--- src/rtl/i2s_lock_mute.sv ---
// LRCK framing qualifier: checks LRCK half-period length against BCK, tracks lock, and mutes DATA while framing is untrusted.
// Optional FRAME_ALIGN_UNMUTE_EN: release mute only on an LRCK fall, so the first unmuted bit is a left-word MSB.
module i2s_lock_mute #(
  parameter int unsigned HALF_BCK    = 32,
  parameter int unsigned LOCK_FRAMES = 8
) (
  input  logic       BCK,
  input  logic       RST,
  input  logic       LRCK,
  input  logic       DATAIN,
  output logic       LRCKOUT,
  output logic       DATAOUT,
  output logic       LOCKED,
  output logic       MUTE,
  output logic [7:0] ERRCNT
);

  localparam int unsigned HW          = $clog2(HALF_BCK + 1);
  localparam int unsigned GOOD_TARGET = 2 * LOCK_FRAMES;
  localparam int unsigned GW          = $clog2(GOOD_TARGET + 1);
  localparam int unsigned EW          = 8;

  localparam logic [HW-1:0] HCNT_LAST = HW'(HALF_BCK - 1);
  localparam logic [HW-1:0] HCNT_SAT  = HW'(HALF_BCK);
  localparam logic [GW-1:0] GOOD_LAST = GW'(GOOD_TARGET - 1);
  localparam logic [EW-1:0] ERR_MAX   = '1;

  typedef enum logic [1:0] {
    ST_UNLOCKED = 2'd0,
    ST_ACQUIRE  = 2'd1,
    ST_LOCKED   = 2'd2
  } state_t;

  state_t          state;
  state_t          state_nxt;
  logic            lrck_d;
  logic [HW-1:0]   hcnt;
  logic [HW-1:0]   hcnt_nxt;
  logic [GW-1:0]   good_cnt;
  logic [GW-1:0]   good_cnt_nxt;
  logic [EW-1:0]   errcnt_nxt;
  logic            mute_nxt;

  logic            lrck_edge;
  logic            good_edge;
  logic            sat_edge;
  logic            short_err;
  logic            tmo_err;

  // LRCK event decode relative to the half-period counter
  assign lrck_edge = (LRCK != lrck_d);
  assign good_edge = lrck_edge && (hcnt == HCNT_LAST);
  assign sat_edge  = lrck_edge && (hcnt == HCNT_SAT);
  assign short_err = lrck_edge && (hcnt < HCNT_LAST) && (state != ST_UNLOCKED);
  // Fires only on the step into saturation, so a long stall counts once
  assign tmo_err   = !lrck_edge && (hcnt == HCNT_LAST) && (state != ST_UNLOCKED);

`ifdef FRAME_ALIGN_UNMUTE_EN
  logic lrck_fall;
  assign lrck_fall = lrck_d & ~LRCK;
`endif

  always_ff @(posedge BCK) begin
    if (RST) begin
      state <= ST_UNLOCKED;
    end else begin
      state <= state_nxt;
    end
  end

  always_comb begin
    state_nxt    = state;
    good_cnt_nxt = good_cnt;
    errcnt_nxt   = ERRCNT;
    mute_nxt     = MUTE;
    hcnt_nxt     = hcnt;

    if (lrck_edge) begin
      hcnt_nxt = '0;
    end else if (hcnt != HCNT_SAT) begin
      hcnt_nxt = hcnt + HW'(1);
    end

    if ((short_err || tmo_err) && (ERRCNT != ERR_MAX)) begin
      errcnt_nxt = ERRCNT + EW'(1);
    end

    unique case (state)
      ST_UNLOCKED: begin
        if (lrck_edge) begin
          state_nxt    = ST_ACQUIRE;
          good_cnt_nxt = '0;
        end
      end
      ST_ACQUIRE: begin
        if (short_err) begin
          good_cnt_nxt = '0;
        end else if (tmo_err) begin
          state_nxt = ST_UNLOCKED;
        end else if (good_edge) begin
          good_cnt_nxt = good_cnt + GW'(1);
          if (good_cnt == GOOD_LAST) begin
            state_nxt = ST_LOCKED;
          end
        end else if (sat_edge) begin
          good_cnt_nxt = '0;
        end
      end
      ST_LOCKED: begin
        if (short_err || sat_edge) begin
          state_nxt    = ST_ACQUIRE;
          good_cnt_nxt = '0;
        end else if (tmo_err) begin
          state_nxt = ST_UNLOCKED;
        end
      end
      default: begin
        state_nxt    = ST_UNLOCKED;
        good_cnt_nxt = '0;
      end
    endcase

`ifdef FRAME_ALIGN_UNMUTE_EN
    // Mute on any exit from lock; unmute only on an LRCK fall while already locked
    if (state_nxt != ST_LOCKED) begin
      mute_nxt = 1'b1;
    end else if ((state == ST_LOCKED) && lrck_fall) begin
      mute_nxt = 1'b0;
    end
`else
    mute_nxt = (state_nxt != ST_LOCKED);
`endif
  end

  // Counters, status and the 1-BCK forwarding path
  always_ff @(posedge BCK) begin
    if (RST) begin
      lrck_d   <= 1'b0;
      hcnt     <= '0;
      good_cnt <= '0;
      LRCKOUT  <= 1'b0;
      DATAOUT  <= 1'b0;
      LOCKED   <= 1'b0;
      MUTE     <= 1'b1;
      ERRCNT   <= '0;
    end else begin
      lrck_d   <= LRCK;
      hcnt     <= hcnt_nxt;
      good_cnt <= good_cnt_nxt;
      LRCKOUT  <= LRCK;
      DATAOUT  <= MUTE ? 1'b0 : DATAIN;
      LOCKED   <= (state_nxt == ST_LOCKED);
      MUTE     <= mute_nxt;
      ERRCNT   <= errcnt_nxt;
    end
  end

endmodule

--- config.mk ---
export PLATFORM = sky130hd
export DESIGN_NAME = i2s_lock_mute
export DESIGN_NICKNAME = d
export VERILOG_FILES = /design/src/rtl/i2s_lock_mute.sv
export SDC_FILE = /design/constraint.sdc
export NUM_CORES = 1
export LEC_CHECK = 0
export CAP_MARGIN = 40
export CORE_UTILIZATION = 35
export CTS_CLUSTER_SIZE = 40
export DETAILED_ROUTE_END_ITERATION = 8
export PLACE_DENSITY = 0.51
export SLEW_MARGIN = 20
export SYNTH_ARGS = -nofsm -noshare
export SYNTH_HDL_FRONTEND = slang
export SYNTH_SLANG_ARGS = --single-unit
--- constraint.sdc ---
create_clock -name BCK -period 3.5 [get_ports BCK]
set_input_delay 0.7 -clock BCK [delete_from_list [all_inputs] [get_ports BCK]]
set_output_delay 0.7 -clock BCK [all_outputs]
set_load 0.05 [all_outputs]
==> results of run 1 <==
-- cell families after synthesis --
family          after synthesis  synth area share
xor+xnor                      9            0.0832
buf+inv                      12            0.0416
mux                           2            0.0168
simple gates                 50             0.230
fa+ha+maj                     5            0.0495
compound gates               34             0.183
flops                        25             0.396
-- state kept, by name, summed over array words and instances (netlist names) --
register	flops
ERRCNT	8
hcnt	6
good_cnt	5
state	2
DATAOUT	1
LOCKED	1
MUTE	1
lrck_d	1
-- power by group --
group / leakage, nW / total (mW) / internal [mW] / switching [mW]
logic: 0.272 / 0.0584 / 0.0235 / 0.0349
registers: 0.202 / 0.297 / 0.289 / 0.00791
clock network: 0.0150 / 0.123 / 0.0445 / 0.0789
total: 0.489 / 0.479 / 0.357 / 0.122
-- how the worst max path moves through the flow --
stage | slack, ps | endpoint | from | depth (start not counted)
2_1_floorplan | 1610 | ERRCNT[6] | lrck_d | 4
3_3_place_gp | 810 | MUTE | LRCK | 5
3_5_place_dp | 790 | MUTE | LRCK | 5
4_1_cts | 1130 | LRCKOUT | lrck_d | 1
5_1_grt | 1010 | MUTE | LRCK | 5
6_report | 1120 | MUTE | LRCK | 5
-- layout by cell type, fill, tap and decap left out, drive strengths merged, types with 6 or more instances in the layout --
cell,count
o21ai,6
nand3,6
nand2,9
nor2,9
a21oi,10
dfxtp,25
clkdlybuf4s50,15
-- metal layers --
metal | track usage | vias to the layer above
li1 | - | 530
met1 | 0.195 | 469
met2 | 0.213 | 9
met3 | 0.0497 | 2
met4 | 0.0476 | 0
met5 | 0 | -
-- critical path: stages --
cell and delay (ps):
clkdlybuf4s50_1 520, xnor2_4 220, xnor2_2 500, o221ai_1 290
a221o_1 360
-- final cells by class --
class | instances | area share
clock buffer | 4 | 0.0179
inverter | 5 | 0.0128
tap | 46 | 0.0391
sequential | 25 | 0.340
timing repair buffer | 16 | 0.107
multi-input combinational | 100 | 0.483
-- stage by stage --
stage,hold WS (ps),utilization,area [um^2]
6_report,427,0.434,1470
5_1_grt,467,0.434,1470
4_1_cts,432,0.434,1470
3_5_place_dp,414,0.426,1450
2_1_floorplan,443,-,1260
3_3_place_gp,416,0.426,1450
==> impl_metrics.py, run 1 <==
metrics = {
    "synthesis": {
        "seq_area_frac_synth": 0.396,
        "synth_warnings": 0,
        "synth_edf_count": 0,
        "synth.distinct_cells": 44,
        "netlist_top_cells_count": "dfxtp_1 (25), a21oi_1 (10), nand2_1 (9), nor2_1 (9), nand3_1 (6)",
        "synth_top_area_share": 0.396,
        "synth_ff_type": "dfxtp_1",
        "synth.largest_area_cell": "dfxtp_1",
        "ys_top_cells_by_area": "dfxtp_1 (40%), ha_1 (5.0%), a21oi_1 (4.0%), o31ai_1 (3.0%), xor2_1 (2.8%)",
        "async_reset_ff_frac": 0,
        "synth_nets": 146,
        "ys_seq_elements": 25,
        "synth_cells": 137,
        "yosysMostFrequentCell": "dfxtp_1",
        "netlist_area_um2": 1260,
        "syn_avg_cell_area_um2": 9.22,
    },
    "drt": {
        "route.vias.total": 1010,
        "drt_wl_total_um": 2360,
        "drtPass1Iterations": 3,
        "drc": 0,
        "wl_met2_um": 1070,
        "vias_per_cell": 5.15,
        "route.top_layer_used": "met4",
        "wl_per_cell_um": 12.1,
        "met1_length_um": 1200,
        "drt_iter0_drc": 54,
        "antenna_left": 0,
        "wl_met3_um": 71,
    },
    "sta": {
        "skew_ps": 5.14,
        "hold_violations": 0,
        "max_freq_mhz": 421,
        "finalCritPeriodShare": 0.679,
        "rsz0062_at_grt": "no",
        "setup_tns_ps": 0,
        "finalMaxSlewViolations": 0,
        "tightestPinTransition_ps": 600,
        "slew_headroom": 0.598,
        "period_needed_ps": 2380,
        "finalWorstSetupSlack_ps": 1120,
        "setup_viol": 0,
    },
    "floorplanning": {
        "die_area_um2": 3860,
        "ios": 16,
        "num_rows": 21,
        "fp.dieW_um": 62.1,
        "fp.dieH_um": 62.1,
        "core_um2": 3390,
        "start_util": 0.373,
    },
    "hold_path": {
        "hold_start": "MUTE",
        "hold_class": "reg2reg",
        "hold_depth": 1,
        "hold_end": "DATAOUT",
    },
    "setup_path": {
        "cp_max_fo": 16,
        "worstSetupPathType": "in2reg",
        "rr_endpoint": "MUTE",
        "cp_data_required_time_ps": 3720,
        "reg2reg_setup_slack_ps": 1280,
        "ff2ff_path_depth": 5,
        "crit_arrival_ps": 2590,
        "critPathLaunchType": "input pin",
        "worstSetupEndpointType": "flip-flop",
        "r2r-start": "hcnt[0]",
    },
    "clock_tree": {
        "cts_tree": "done",
        "cts_setup_buffers": 0,
        "path_clk_slew_ps": 130,
        "holdBufCountCts": 0,
        "cts.repair.resized": 0,
        "cts_buffer_depth": 2,
        "htreeDepth": 1,
        "cts_num_sinks": 25,
        "clk_latency_ps": 310,
        "cts_buffers": 3,
        "cts_root_buf": "clkbuf_4",
    },
    "global_route": {
        "grt_overflow": 0,
        "grt_pass1_wl_um": 4000,
        "track_usage": 0.144,
        "antenna_found_initial": 0,
        "grt_start_max_net_pins": 17,
        "first_global_vias": 881,
    },
    "finish": {
        "fin_cells": 196,
        "drive_above_1_share": 0.0733,
        "multi_input_area_um2": 711,
        "fin_nets": 160,
        "diodes": 0,
        "area_growth_pct": 16.4,
        "num-fill-cells": 349,
        "register_area_um2": 500,
    },
    "placed_design": {
        "placed_cells": 192,
        "port_buffers": 15,
        "place.gp.congestion": 0.773,
        "dp_hpwl_um": 1710,
        "dp_slack_ps": 789,
    },
    "power": {
        "leakagePower_nw": 0.489,
        "vdd_drop_max_mv": 0.210,
        "p_total_uw": 479,
        "power_density_nw_per_um2": 326,
    },
    "run": {
        "maxCapViolations": 0,
    },
    "outcome": {
        "status": "complete, no violations",
    },
}
Power figures use the tool's default switching activity.
==> inputs of run 2 (changes only) <==
- PLACE_DENSITY: 0.51 -> 0.53
- clock period: 3.5 -> 1.9 ns (I/O delays scaled with it)
==> run 2 against run 1 <==
Die area stayed put. Worst setup slack worse by 1000 ps. Sequential power is 84% higher. Clock skew is 0.50 ps higher. Largest power group unchanged.
==> impl_metrics.py, run 2 (synthesis gave the netlist of run 1 again) <==
metrics = {
    "sta": {
        "setup_viol": 0,
        "period_needed_ps": 1810,
        "hold_violations": 0,
        "finalMaxSlewViolations": 0,
        "tightestPinTransition_ps": 528,
        "finalCritPeriodShare": 0.952,
        "slew_headroom": 0.646,
        "max_freq_mhz": 553,
        "skew_ps": 5.64,
    },
    "finish": {
        "largest_register_ffs": 8,
        "top_register": "ERRCNT",
        "stdcell_area_um2": 1590,
        "drive_above_1_share": 0.194,
        "diodes": 0,
        "fin_nets": 170,
        "utilization": 0.468,
        "reg_top3": "ERRCNT x8, hcnt x6, good_cnt x5",
        "final_cell_mix": "dfxtp_1 (24), buf_4 (17), a21oi_1 (10)",
        "layout_commonest_cell": "dfxtp_1",
        "area_growth_pct": 25.4,
    },
    "floorplanning": {
        "core_um2": 3390,
        "start_util": 0.373,
        "fp.dieH_um": 62.1,
        "die_area_um2": 3860,
        "fp.dieW_um": 62.1,
        "ios": 16,
        "num_rows": 21,
    },
    "power": {
        "power_density_nw_per_um2": 580,
        "p_total_uw": 920,
        "leakagePower_nw": 0.606,
        "vdd_drop_max_mv": 0.266,
    },
    "hold_path": {
        "hold_class": "reg2reg",
        "hold_start": "MUTE",
    },
    "clock_tree": {
        "cts_tree": "done",
        "clk_latency_ps": 310,
        "cts_buffers": 3,
        "path_clk_slew_ps": 120,
        "cts_root_buf": "clkbuf_4",
        "htreeDepth": 1,
        "cts_num_sinks": 25,
        "cts_buffer_depth": 2,
    },
    "setup_path": {
        "worstSetupEndpointType": "output pin",
        "cp_data_required_time_ps": 1520,
        "slowest_stage": "clkdlybuf4s50_1",
        "cp_max_fo": 1,
        "startpoint": "LOCKED",
        "critical_path_buf_inv_count": 1,
        "worstSetupPathType": "reg2out",
        "max_stage_delay_ps": 790,
        "path_delay_family": "buffers and inverters",
        "critPathLaunchType": "flip-flop",
        "crit_arrival_ps": 1430,
        "crit_path_cell_trace": "clkdlybuf4s50_1",
        "r2r-start": "hcnt[1]",
    },
    "placed_design": {
        "placed_cell_area_um2": 1530,
        "dp_hpwl_um": 1810,
        "port_buffers": 15,
        "place.gp.congestion": 0.703,
    },
    "global_route": {
        "first_global_vias": 968,
        "track_usage": 0.146,
        "grt_start_max_net_pins": 28,
        "grt_pass1_wl_um": 4110,
        "grt_overflow": 0,
        "antenna_found_initial": 0,
    },
    "drt": {
        "drc": 0,
        "drt_wl_total_um": 2530,
        "wl_per_cell_um": 12.3,
        "vias_per_cell": 5.27,
        "drtPass1Iterations": 4,
        "route.vias.total": 1086,
        "drt_iter0_drc": 70,
        "antenna_left": 0,
    },
    "outcome": {
        "status": "complete, no violations",
    },
    "run": {
        "maxCapViolations": 0,
    },
}
-- run 2: path summary, 6_finish.rpt --
path / to / slack, ps / cells after the start
setup / recovery: LOCKED / 90 / 1
hold / removal: DATAOUT / 420 / 1
setup reg to reg: ERRCNT[2] / 110 / 6
hold reg to reg: DATAOUT / 420 / 1
-- run 2: timing repair --
action,CTS,global route
pin swaps,0,2
setup buffers,0,0
gates resized for setup,1,7
endpoints found under the setup margin,1,9
hold buffers,0,0
-- run 2: where the power goes --
group,switching [mW],internal (mW)
Clock,0.150,0.0821
Combinational,0.0733,0.0675
Sequential,0.0137,0.533
-- run 2: final cells by class --
class | instances | area [um^2]
multi-input combinational | 100 | 737
inverter | 5 | 18.8
clock buffer | 4 | 26.3
timing repair buffer | 26 | 244
tap | 46 | 57.6
fill | 337 | 1800
sequential | 25 | 502
-- run 2: metrics by stage --
stage / setup slack, ps / hold WS [ps] / TNS [ps] / instances
4_1_cts: 25.1 / 432 / 0 / 206
6_report: 91.8 / 420 / 0 / 206
2_1_floorplan: 14.2 / 443 / 0 / 137
3_5_place_dp: -317 / 413 / -2870 / 202
5_1_grt: -9.75 / 445 / -9.75 / 206
3_3_place_gp: -267 / 405 / -2230 / 202
-- run 2: routing by layer --
| metal | global-route usage | vias up | wire, um |
|---|---|---|---|
| li1 | - | 549 | - |
| met2 | 0.245 | 25 | 1220 |
| met1 | 0.177 | 510 | 1150 |
| met4 | 0.0381 | 0 | 19 |
| met3 | 0.0518 | 2 | 141 |
| met5 | 0 | - | 0 |
==> inputs of run 3 (changes only) <==
- SETUP_SLACK_MARGIN: unset -> 0.5
- TNS_END_PERCENT: unset -> 100
==> run 3 against run 2 <==
Routed wire length up 12%. Sequential power barely moved. Clock skew down 2.9 ps. Critical path type is now reg2reg. Largest cell class unchanged. Highest routed layer unchanged.
==> impl_metrics.py, run 3 (synthesis gave the netlist of run 1 again) <==
metrics = {
    "outcome": {
        "status": "complete, no violations",
    },
    "clock_tree": {
        "cts_root_buf": "clkbuf_4",
        "path_clk_slew_ps": 140,
        "clk_latency_ps": 320,
        "holdBufCountCts": 0,
        "cts_buffers": 3,
        "cts_tree": "done",
        "cts_buffer_depth": 2,
        "htreeDepth": 1,
        "cts_num_sinks": 25,
    },
    "power": {
        "internal_power_uw": 693,
        "p_seq_frac": 0.573,
        "leakagePower_nw": 0.640,
        "p_clk_frac": 0.253,
        "power.switching_uw": 268,
        "p_comb_frac": 0.174,
        "vdd_drop_max_mv": 0.300,
        "swShare": 0.279,
        "power_density_nw_per_um2": 544,
    },
    "setup_path": {
        "ff2ff_path_depth": 6,
        "crit_arrival_ps": 1910,
        "critPathLaunchType": "flip-flop",
        "worstSetupEndpointType": "flip-flop",
        "cp_max_fo": 5,
        "worstSetupPathType": "reg2reg",
        "cp_data_required_time_ps": 2160,
    },
    "hold_path": {
        "hold_depth": 1,
        "hold_class": "reg2reg",
    },
    "floorplanning": {
        "start_util": 0.373,
        "fp.dieH_um": 62.1,
        "core_um2": 3390,
        "num_rows": 21,
        "fp.dieW_um": 62.1,
        "die_area_um2": 3860,
        "ios": 16,
    },
    "global_route": {
        "first_global_vias": 1030,
        "grt_overflow": 0,
        "grt_pass1_wl_um": 4440,
        "antenna_found_initial": 0,
        "track_usage": 0.158,
        "grt_start_max_net_pins": 28,
    },
    "sta": {
        "max_freq_mhz": 604,
        "rsz0062_at_grt": "yes",
        "setup_viol": 0,
        "skew_ps": 2.74,
        "tightestPinTransition_ps": 398,
        "slew_headroom": 0.734,
        "finalMaxSlewViolations": 0,
        "period_needed_ps": 1660,
        "hold_violations": 0,
        "finalCritPeriodShare": 0.872,
    },
    "drt": {
        "drt_iter0_drc": 59,
        "route.vias.total": 1134,
        "drc": 0,
        "wl_per_cell_um": 13.5,
        "vias_per_cell": 5.37,
        "drtPass1Iterations": 4,
        "antenna_left": 0,
        "drt_wl_total_um": 2840,
    },
    "finish": {
        "drive_above_1_share": 0.455,
        "final_cell_mix": "buf_4 (13), dfxtp_2 (12), a21oi_1 (9), nor2_1 (9), dfxtp_1 (8)",
        "fin_cells": 211,
        "fin_nets": 175,
        "layout_commonest_cell": "buf_4",
        "diodes": 0,
        "top_register": "ERRCNT",
        "reg_top3": "ERRCNT x8, hcnt x6, good_cnt x5",
        "num-fill-cells": 326,
        "largest_register_ffs": 8,
        "utilization": 0.521,
        "area_growth_pct": 39.8,
    },
    "placed_design": {
        "port_buffers": 15,
        "place.gp.congestion": 0.706,
        "dp_hpwl_um": 1750,
        "placed_cells": 196,
    },
    "run": {
        "maxCapViolations": 0,
    },
}
-- run 3: critical path, cell delays in order (launching register included) --
cell     delay [ps]
dfxtp_4         400
ha_4            150
nand4_4         190
xnor2_4         230
buf_4           160
or3b_1          340
a21oi_1         120
-- run 3: what timing repair did --
action,CTS,global route
buffers inserted,8,2
pin swaps,5,6
endpoints found under the setup margin,28,27
resized for setup,50,29
gates cloned,1,0
-- run 3: worst paths after layout --
kind / startpoint / end / slack (ps)
setup / recovery: hcnt[0] / ERRCNT[1] / 240
hold / removal: MUTE / DATAOUT / 430
setup reg to reg: hcnt[0] / ERRCNT[1] / 240
hold reg to reg: MUTE / DATAOUT / 430
-- run 3: final cells by class --
class	count	area, um^2	share of cell area
well taps	46	57.6	0.0326
repair buffers	30	244	0.138
multi-input cells	101	883	0.500
clock buffers	4	26.3	0.0149
inverters	5	21.3	0.0120
flip-flops and latches	25	534	0.302
-- run 3: metal layers --
metal | vias up | share of wire | global-route usage
met5 | - | 0 | 0
met4 | 0 | 0.0077 | 0.0476
met3 | 4 | 0.035 | 0.0269
met2 | 18 | 0.50 | 0.286
met1 | 549 | 0.45 | 0.190
li1 | 563 | - | -
-- run 3: power by group through the flow --
stage / clock, mW / combinational (mW) / sequential, mW
global placement: 0 / 0.131 / 0.561
finish: 0.243 / 0.167 / 0.550
detailed placement: 0 / 0.133 / 0.561
global route: 0.280 / 0.182 / 0.553
CTS: 0.251 / 0.148 / 0.549
floorplan: 0 / 0.0903 / 0.565
-- run 3: stage by stage --
stage | TNS [ps] | hold slack, ps | area, um^2 | worst slack (ps) | power (mW)
CTS | 0 | 432 | 1680 | 224 | 0.947
detailed placement | -2100 | 417 | 1570 | -259 | 0.695
floorplan | 0 | 442 | 1360 | 345 | 0.655
finish | 0 | 426 | 1770 | 244 | 0.960
global placement | -1560 | 411 | 1570 | -203 | 0.691
global route | 0 | 445 | 1770 | 149 | 1.02
